**src/rtl/ascon_pkg.sv**
```systemverilog
// Shared constants, FSM encoding and helpers for the ASCON-128a finalization/verify stage.
// Round constants follow rc[i] = {~i[3:0], i[3:0]} for the twelve rounds of p12.
package ascon_pkg;

  localparam int ASCON_STATE_W   = 320;
  localparam int ASCON_RATE_128A = 128;
  localparam int NROUNDS         = 12;
  localparam int KEY_W           = 128;
  localparam int PT_W            = 256;
  localparam int RCW             = $clog2(NROUNDS + 1);

  localparam int ROT_X0_A = 19;
  localparam int ROT_X0_B = 28;
  localparam int ROT_X1_A = 61;
  localparam int ROT_X1_B = 39;
  localparam int ROT_X2_A = 1;
  localparam int ROT_X2_B = 6;
  localparam int ROT_X3_A = 10;
  localparam int ROT_X3_B = 17;
  localparam int ROT_X4_A = 7;
  localparam int ROT_X4_B = 41;

  localparam logic [2:0] ST_IDLE  = 3'd0;
  localparam logic [2:0] ST_LOAD  = 3'd1;
  localparam logic [2:0] ST_ROUND = 3'd2;
  localparam logic [2:0] ST_CHECK = 3'd3;
  localparam logic [2:0] ST_DONE  = 3'd4;

  function automatic logic [7:0] ascon_rc(input logic [RCW-1:0] idx);
    logic [7:0] rc;
    rc = 8'h00;
    case (idx)
      4'd0:    rc = 8'hf0;
      4'd1:    rc = 8'he1;
      4'd2:    rc = 8'hd2;
      4'd3:    rc = 8'hc3;
      4'd4:    rc = 8'hb4;
      4'd5:    rc = 8'ha5;
      4'd6:    rc = 8'h96;
      4'd7:    rc = 8'h87;
      4'd8:    rc = 8'h78;
      4'd9:    rc = 8'h69;
      4'd10:   rc = 8'h5a;
      4'd11:   rc = 8'h4b;
      default: rc = 8'h00;
    endcase
    return rc;
  endfunction

  function automatic logic [63:0] ror64(input logic [63:0] x, input int n);
    return (x >> n) | (x << (64 - n));
  endfunction

endpackage

```
**src/rtl/ascon_round.sv**
```systemverilog
// One combinational ASCON permutation round: constant add, bitsliced 5-bit S-box, linear layer.
module ascon_round
  import ascon_pkg::*;
(
  input  logic [ASCON_STATE_W-1:0] s_in,
  input  logic [7:0]               rc,
  output logic [ASCON_STATE_W-1:0] s_out
);

  logic [63:0] w_x0, w_x1, w_x2, w_x3, w_x4;
  logic [63:0] w_p0, w_p2, w_p4;
  logic [63:0] w_c0, w_c1, w_c2, w_c3, w_c4;
  logic [63:0] w_s0, w_s1, w_s2, w_s3, w_s4;

  assign w_x0 = s_in[319:256];
  assign w_x1 = s_in[255:192];
  assign w_x2 = s_in[191:128] ^ {56'h0, rc};
  assign w_x3 = s_in[127:64];
  assign w_x4 = s_in[63:0];

  // S-box input mixing, chi-like core, then output mixing and x2 inversion
  assign w_p0 = w_x0 ^ w_x4;
  assign w_p4 = w_x4 ^ w_x3;
  assign w_p2 = w_x2 ^ w_x1;

  assign w_c0 = w_p0 ^ (~w_x1 & w_p2);
  assign w_c1 = w_x1 ^ (~w_p2 & w_x3);
  assign w_c2 = w_p2 ^ (~w_x3 & w_p4);
  assign w_c3 = w_x3 ^ (~w_p4 & w_p0);
  assign w_c4 = w_p4 ^ (~w_p0 & w_x1);

  assign w_s0 = w_c0 ^ w_c4;
  assign w_s1 = w_c1 ^ w_c0;
  assign w_s2 = ~w_c2;
  assign w_s3 = w_c3 ^ w_c2;
  assign w_s4 = w_c4;

  assign s_out[319:256] = w_s0 ^ ror64(w_s0, ROT_X0_A) ^ ror64(w_s0, ROT_X0_B);
  assign s_out[255:192] = w_s1 ^ ror64(w_s1, ROT_X1_A) ^ ror64(w_s1, ROT_X1_B);
  assign s_out[191:128] = w_s2 ^ ror64(w_s2, ROT_X2_A) ^ ror64(w_s2, ROT_X2_B);
  assign s_out[127:64]  = w_s3 ^ ror64(w_s3, ROT_X3_A) ^ ror64(w_s3, ROT_X3_B);
  assign s_out[63:0]    = w_s4 ^ ror64(w_s4, ROT_X4_A) ^ ror64(w_s4, ROT_X4_B);

endmodule

```
**src/rtl/ascon_final_verify.sv**
```systemverilog
// ASCON-128a decryption finalization: key-in, iterative p12, key-out, tag compare, plaintext gating.
// Handshake: start is a request sampled only in IDLE; done is a one-cycle pulse, results hold afterwards.
module ascon_final_verify
  import ascon_pkg::*;
(
  input  logic                     clk,
  input  logic                     rst,
  input  logic                     start,
  input  logic [ASCON_STATE_W-1:0] state_in,
  input  logic [PT_W-1:0]          pt_in,
  input  logic [KEY_W-1:0]         key,
  input  logic [KEY_W-1:0]         tag_in,
  output logic                     busy,
  output logic                     done,
  output logic [KEY_W-1:0]         tag_out,
  output logic                     tag_ok,
  output logic [PT_W-1:0]          pt_out,
  output logic [2:0]               dbg_state
);

  localparam logic [RCW-1:0] LAST_ROUND = RCW'(NROUNDS - 1);

  logic [2:0]               r_state;
  logic [RCW-1:0]           r_round_cnt;
  logic [KEY_W-1:0]         r_key_q;
  logic [KEY_W-1:0]         r_tag_q;
  logic [PT_W-1:0]          r_pt_q;
  logic [ASCON_STATE_W-1:0] r_s;
  logic                     r_done;
  logic [KEY_W-1:0]         r_tag_out;
  logic                     r_tag_ok;
  logic [PT_W-1:0]          r_pt_out;

  logic [ASCON_STATE_W-1:0] w_round_out;
  logic [7:0]               w_rc;
  logic [KEY_W-1:0]         w_tag;
  logic                     w_match;

  assign w_rc    = ascon_rc(r_round_cnt);
  assign w_tag   = r_s[127:0] ^ r_key_q;
  assign w_match = (w_tag == r_tag_q);

  ascon_round u_round (
    .s_in  (r_s),
    .rc    (w_rc),
    .s_out (w_round_out)
  );

  always_ff @(posedge clk) begin
    if (rst) begin
      r_state     <= ST_IDLE;
      r_round_cnt <= '0;
      r_key_q     <= '0;
      r_tag_q     <= '0;
      r_pt_q      <= '0;
      r_s         <= '0;
      r_done      <= 1'b0;
      r_tag_out   <= '0;
      r_tag_ok    <= 1'b0;
      r_pt_out    <= '0;
    end else begin
      // done is registered off DONE so the pulse lands one edge after the state is entered
      r_done <= (r_state == ST_DONE);
      case (r_state)
        ST_IDLE: begin
          if (start) begin
            r_key_q <= key;
            r_tag_q <= tag_in;
            r_pt_q  <= pt_in;
            r_s     <= state_in ^ {128'h0, key, 64'h0};
            r_state <= ST_LOAD;
          end
        end
        ST_LOAD: begin
          r_round_cnt <= '0;
          r_state     <= ST_ROUND;
        end
        ST_ROUND: begin
          r_s         <= w_round_out;
          r_round_cnt <= r_round_cnt + 1'b1;
          if (r_round_cnt == LAST_ROUND) r_state <= ST_CHECK;
        end
        ST_CHECK: begin
          r_tag_out <= w_tag;
          r_tag_ok  <= w_match;
          r_pt_out  <= w_match ? r_pt_q : '0;
          r_state   <= ST_DONE;
        end
        ST_DONE: begin
          r_state <= ST_IDLE;
        end
        default: begin
          r_state <= ST_IDLE;
        end
      endcase
    end
  end

  assign busy      = (r_state == ST_LOAD) || (r_state == ST_ROUND) || (r_state == ST_CHECK);
  assign done      = r_done;
  assign tag_out   = r_tag_out;
  assign tag_ok    = r_tag_ok;
  assign pt_out    = r_pt_out;
  assign dbg_state = r_state;

endmodule

```
**config.mk**
```make
export PLATFORM = sky130hd
export DESIGN_NAME = ascon_final_verify
export DESIGN_NICKNAME = d
export VERILOG_FILES = /design/src/rtl/ascon_pkg.sv /design/src/rtl/ascon_round.sv /design/src/rtl/ascon_final_verify.sv
export SDC_FILE = /design/constraint.sdc
export NUM_CORES = 2
export LEC_CHECK = 0
export ABC_AREA = 0
export ABC_CLOCK_PERIOD_IN_PS = 3300
export CAP_MARGIN = 20
export CORE_AREA = 8 8 471 473
export DETAILED_ROUTE_END_ITERATION = 10
export DIE_AREA = 0 0 479 481
export GPL_TIMING_DRIVEN = 0
export HOLD_SLACK_MARGIN = 0.02
export PLACE_DENSITY = 0.48
export SYNTH_ARGS = -nofsm -noshare
export SYNTH_HDL_FRONTEND = slang
export SYNTH_SLANG_ARGS = --single-unit
```
**constraint.sdc**
```tcl
create_clock -name clk -period 3.3 [get_ports clk]
set_clock_uncertainty 0.15 [all_clocks]
set_input_delay 0.495 -clock clk [delete_from_list [all_inputs] [get_ports clk]]
set_output_delay 0.495 -clock clk [all_outputs]
set_load 0.05 [all_outputs]
```
==> results.sh <==
export IMPL_avgSynthCellArea_um2=8.673
export IMPL_layout_setup_ws_ns=-0.1349
export IMPL_vias=60910
export IMPL_vdd_drop_max_v=0.0005679
export IMPL_netlist_area_um2=61380
export IMPL_drt_iter0_drc=5636
export IMPL_synth_fp_nets=8041
export IMPL_dr_pass1_iters=6
export IMPL_setup_viol=252
export IMPL_leakagePower_nw=31.71
export IMPL_layout_drive_gt1_share_pct=7.179
export IMPL_required_ns=3.92
export IMPL_wire_per_inst_um=36.64
export IMPL_ant_nets=0
export IMPL_clockBufferDepth=3
export IMPL_synth_seq_cells=1233
export IMPL_p_sw_share_pct=47.28
export IMPL_rsz0062_at_grt="yes"
export IMPL_antenna_found_initial=66
export IMPL_relSlewSlack_pct=8.155
export IMPL_core_area_um2=213800
export IMPL_multi_input_area_um2=35530
export IMPL_groute_usage_overall_pct=35.13
export IMPL_powerDensity_nw_per_um2=968.6
export IMPL_synth_warnings=0
export IMPL_seqPwrFrac_pct=22.0
export IMPL_h_tree_depth=4
export IMPL_grt_pass1_vias=59030
export IMPL_synth_edff_count=0
export IMPL_violations="negative setup slack"
export IMPL_maxSlewViolCount=0
export IMPL_cts_tree="yes"
export IMPL_synthToLayoutAreaGrowth_pct=40.29
export IMPL_hold_class="in -> reg"
export IMPL_pwr_share_clk_pct=21.4
export IMPL_worst_ep_arrival_time_ns=4.05
export IMPL_start_util_pct=28.71
export IMPL_drc=0
export IMPL_final_area_um2=86110
export IMPL_portBuffers=1223
export IMPL_post_dp_cell_area_um2=78310
export IMPL_intPower_mw=43.97
export IMPL_fmax_mhz=291.1
export IMPL_grt_start_max_net_pins=17
export IMPL_regArea_um2=24740
export IMPL_nets=9580
export IMPL_path_class="reg -> reg"
export IMPL_period_share_pct=104.1
export IMPL_grt_first_pass_wirelength_um=547900
export IMPL_ys_types=45
export IMPL_cts_root_buf="clkbuf_16"
export IMPL_seq_area_frac_synth_pct=40.22
export IMPL_routabilityCongestion=1.023
export IMPL_endpoint_kind="flop"
export IMPL_numClockSinks=1233
export IMPL_final_min_clock_period_ns=3.435
export IMPL_synthFlopType="dfxtp_1"
export IMPL_cp_max_fo=5
export IMPL_nFillCells=21710
export IMPL_cp_start_kind="flop"
export IMPL_hold_viol_final=0
export IMPL_numCtsBuffers=151
export IMPL_io_pins=1225
export IMPL_p_switching_mw=39.44
export IMPL_die_w_um=479
export IMPL_postSynthCellCount=7077
export IMPL_drt_total_wl_um=425300
export IMPL_path_clk_slew_ns=0.06
export IMPL_dp_hpwl_um=365300
export IMPL_die_area_um2=230400
export IMPL_p_comb_share_pct=56.6
export IMPL_gr_total_overflow=0
export IMPL_die_y_um=481
export IMPL_power_total_mw=83.40
export IMPL_clk_latency_ns=0.84
export IMPL_status="complete, but fails checks"
export IMPL_tightestPinTransition_ns=1.373
export IMPL_via_per_inst=5.248
export IMPL_async_reset_ff_share_pct=0
export IMPL_drv_cap=0
export IMPL_row_count=170
synthesized netlist by cell type (all sizes together), types with 2 or more instances:
cell type | instances | share of area, %
xor2 | 428 | 6.1
nand2b | 2 | 0.020
nor4 | 9 | 0.12
or4 | 6 | 0.073
nand2 | 1534 | 9.4
o21ai | 6 | 0.049
nor3 | 6 | 0.049
a21o | 2 | 0.024
a22o | 256 | 3.7
inv | 134 | 0.82
o211ai | 3 | 0.037
a221oi | 3 | 0.043
nor2 | 583 | 3.6
clkbuf | 426 | 2.6
buf | 36 | 0.29
a22oi | 21 | 0.26
a21oi | 655 | 5.3
a311oi | 178 | 2.5
xnor2 | 852 | 12
a2bb2oi | 9 | 0.13
nor2b | 2 | 0.020
o2bb2ai | 7 | 0.10
nand3 | 2 | 0.016
nor4b | 2 | 0.029
nand4 | 19 | 0.19
a31o | 2 | 0.029
xnor3 | 111 | 4.1
a2111oi | 3 | 0.043
mux2i | 66 | 1.1
ha | 129 | 2.6
a211oi | 324 | 4.0
dfxtp | 1233 | 40
o22ai | 19 | 0.19
per-stage QoR:
stage,setup TNS (ns),setup slack [ns],instances,hold slack (ns),util (%)
2_1_floorplan,0,0.4368,7077,0.2860,-
3_3_place_gp,-1690.03,-2.539,11140,0.2878,36.10
4_1_cts,-1.847,-0.1016,11560,0.02055,39.99
5_1_grt,-31.80,-0.1698,11590,0.05067,40.25
6_report,-26.01,-0.1349,11610,0.07163,40.28
3_5_place_dp,-819.76,-1.515,11230,0.2964,36.63
timing repair:
action,in CTS,in global routing
resized for setup,281,105
pin swaps,23,7
hold buffers,43,0
hold endpoints to repair,43,0
setup buffers,16,4
gates cloned,3,10
setup endpoints to repair,956,552
final cells by class:
class / count / area share, %
diodes: 35 / 0.1017
plain buffers: 460 / 2.603
clock buffers: 218 / 5.079
clock inverters: 53 / 0.9968
inverters: 134 / 0.5841
multi-input cells: 5248 / 41.26
flip-flops and latches: 1233 / 28.73
well taps: 2838 / 4.124
repair buffers: 1388 / 16.52
power by group through the flow:
stage / logic (mW) / registers (mW) / clock network [mW]
after global routing: 47.8 / 18.4 / 18.6
after CTS: 46.2 / 18.2 / 18.1
after global placement: 44.2 / 18.4 / 0
after floorplan: 25.7 / 17.6 / 0
final: 47.2 / 18.3 / 17.9
after detailed placement: 45.3 / 18.4 / 0
logic make-up (layout without fill, tap and decap cells):
logic type	Yosys count	in the layout	synth area share (%)
and+or+nand+nor	2167	2167	13.49
AOI/OAI and AO/OA	1493	1493	16.48
xor gates and xnor gates	1392	1392	22.38
DFF	1233	1233	40.22
buffers and inverters	596	2253	3.718
adders and majority gates	130	130	2.646
muxes	66	66	1.076
other	0	35	0
registers in the layout, summed over array words and instances (netlist names):
name,count
dbg_state,3
done,1
pt_out,256
r_key_q,128
r_pt_q,256
r_round_cnt,4
r_s,320
r_tag_q,128
tag_ok,1
tag_out,128
w_rc,8
path summary, 6_finish.rpt:
check	from	cells past startpoint	slack [ns]	to
worst min-delay path	pt_in[178]	3	0.07	r_pt_q[178]$_SDFFE_PP0P_
worst max-delay path	r_s[28]$_SDFFE_PP0P_	11	-0.13	pt_out[177]$_SDFFE_PP0P_
worst min register to register	r_pt_q[87]$_SDFFE_PP0P_	1	0.30	pt_out[87]$_SDFFE_PP0P_
worst max register to register	r_s[28]$_SDFFE_PP0P_	11	-0.13	pt_out[177]$_SDFFE_PP0P_
layer usage:
layer	vias up	share of wire [%]	track usage, %	wire, um
met4	26	9.1	25.72	38890
met1	29890	37	39.56	158000
li1	27010	-	-	-
met5	-	0.042	0	180
met2	3064	47	59.03	197900
met3	913	7.1	7.130	30350
layout by cell type, fill, tap and decap left out, types with 66 or more instances in the layout:
cell type,Yosys,routed
xor2_1,428,396
a311oi_1,178,178
a211oi_1,324,323
clkdlybuf4s50_1,0,1222
a21oi_1,655,655
clkbuf_16,0,163
a22o_1,256,256
inv_1,134,134
xnor2_1,852,789
mux2i_1,66,66
nand2_1,1534,1531
dfxtp_1,1233,1198
clkbuf_1,426,383
nor2_1,583,581
ha_1,129,129
xnor3_1,111,99
worst max-delay path, stage by stage (launching register included):
cell,delay [ns]
dfxtp_1,0.39
xnor2_2,0.47
xor2_1,0.63
nand4_1,0.19
nor4_2,0.30
nand4_1,0.18
nor4_4,0.34
buf_12,0.16
buf_6,0.14
buf_12,0.15
clkbuf_16,0.16
a22o_1,0.11
Note: power is estimated with default switching activity, not from simulation.
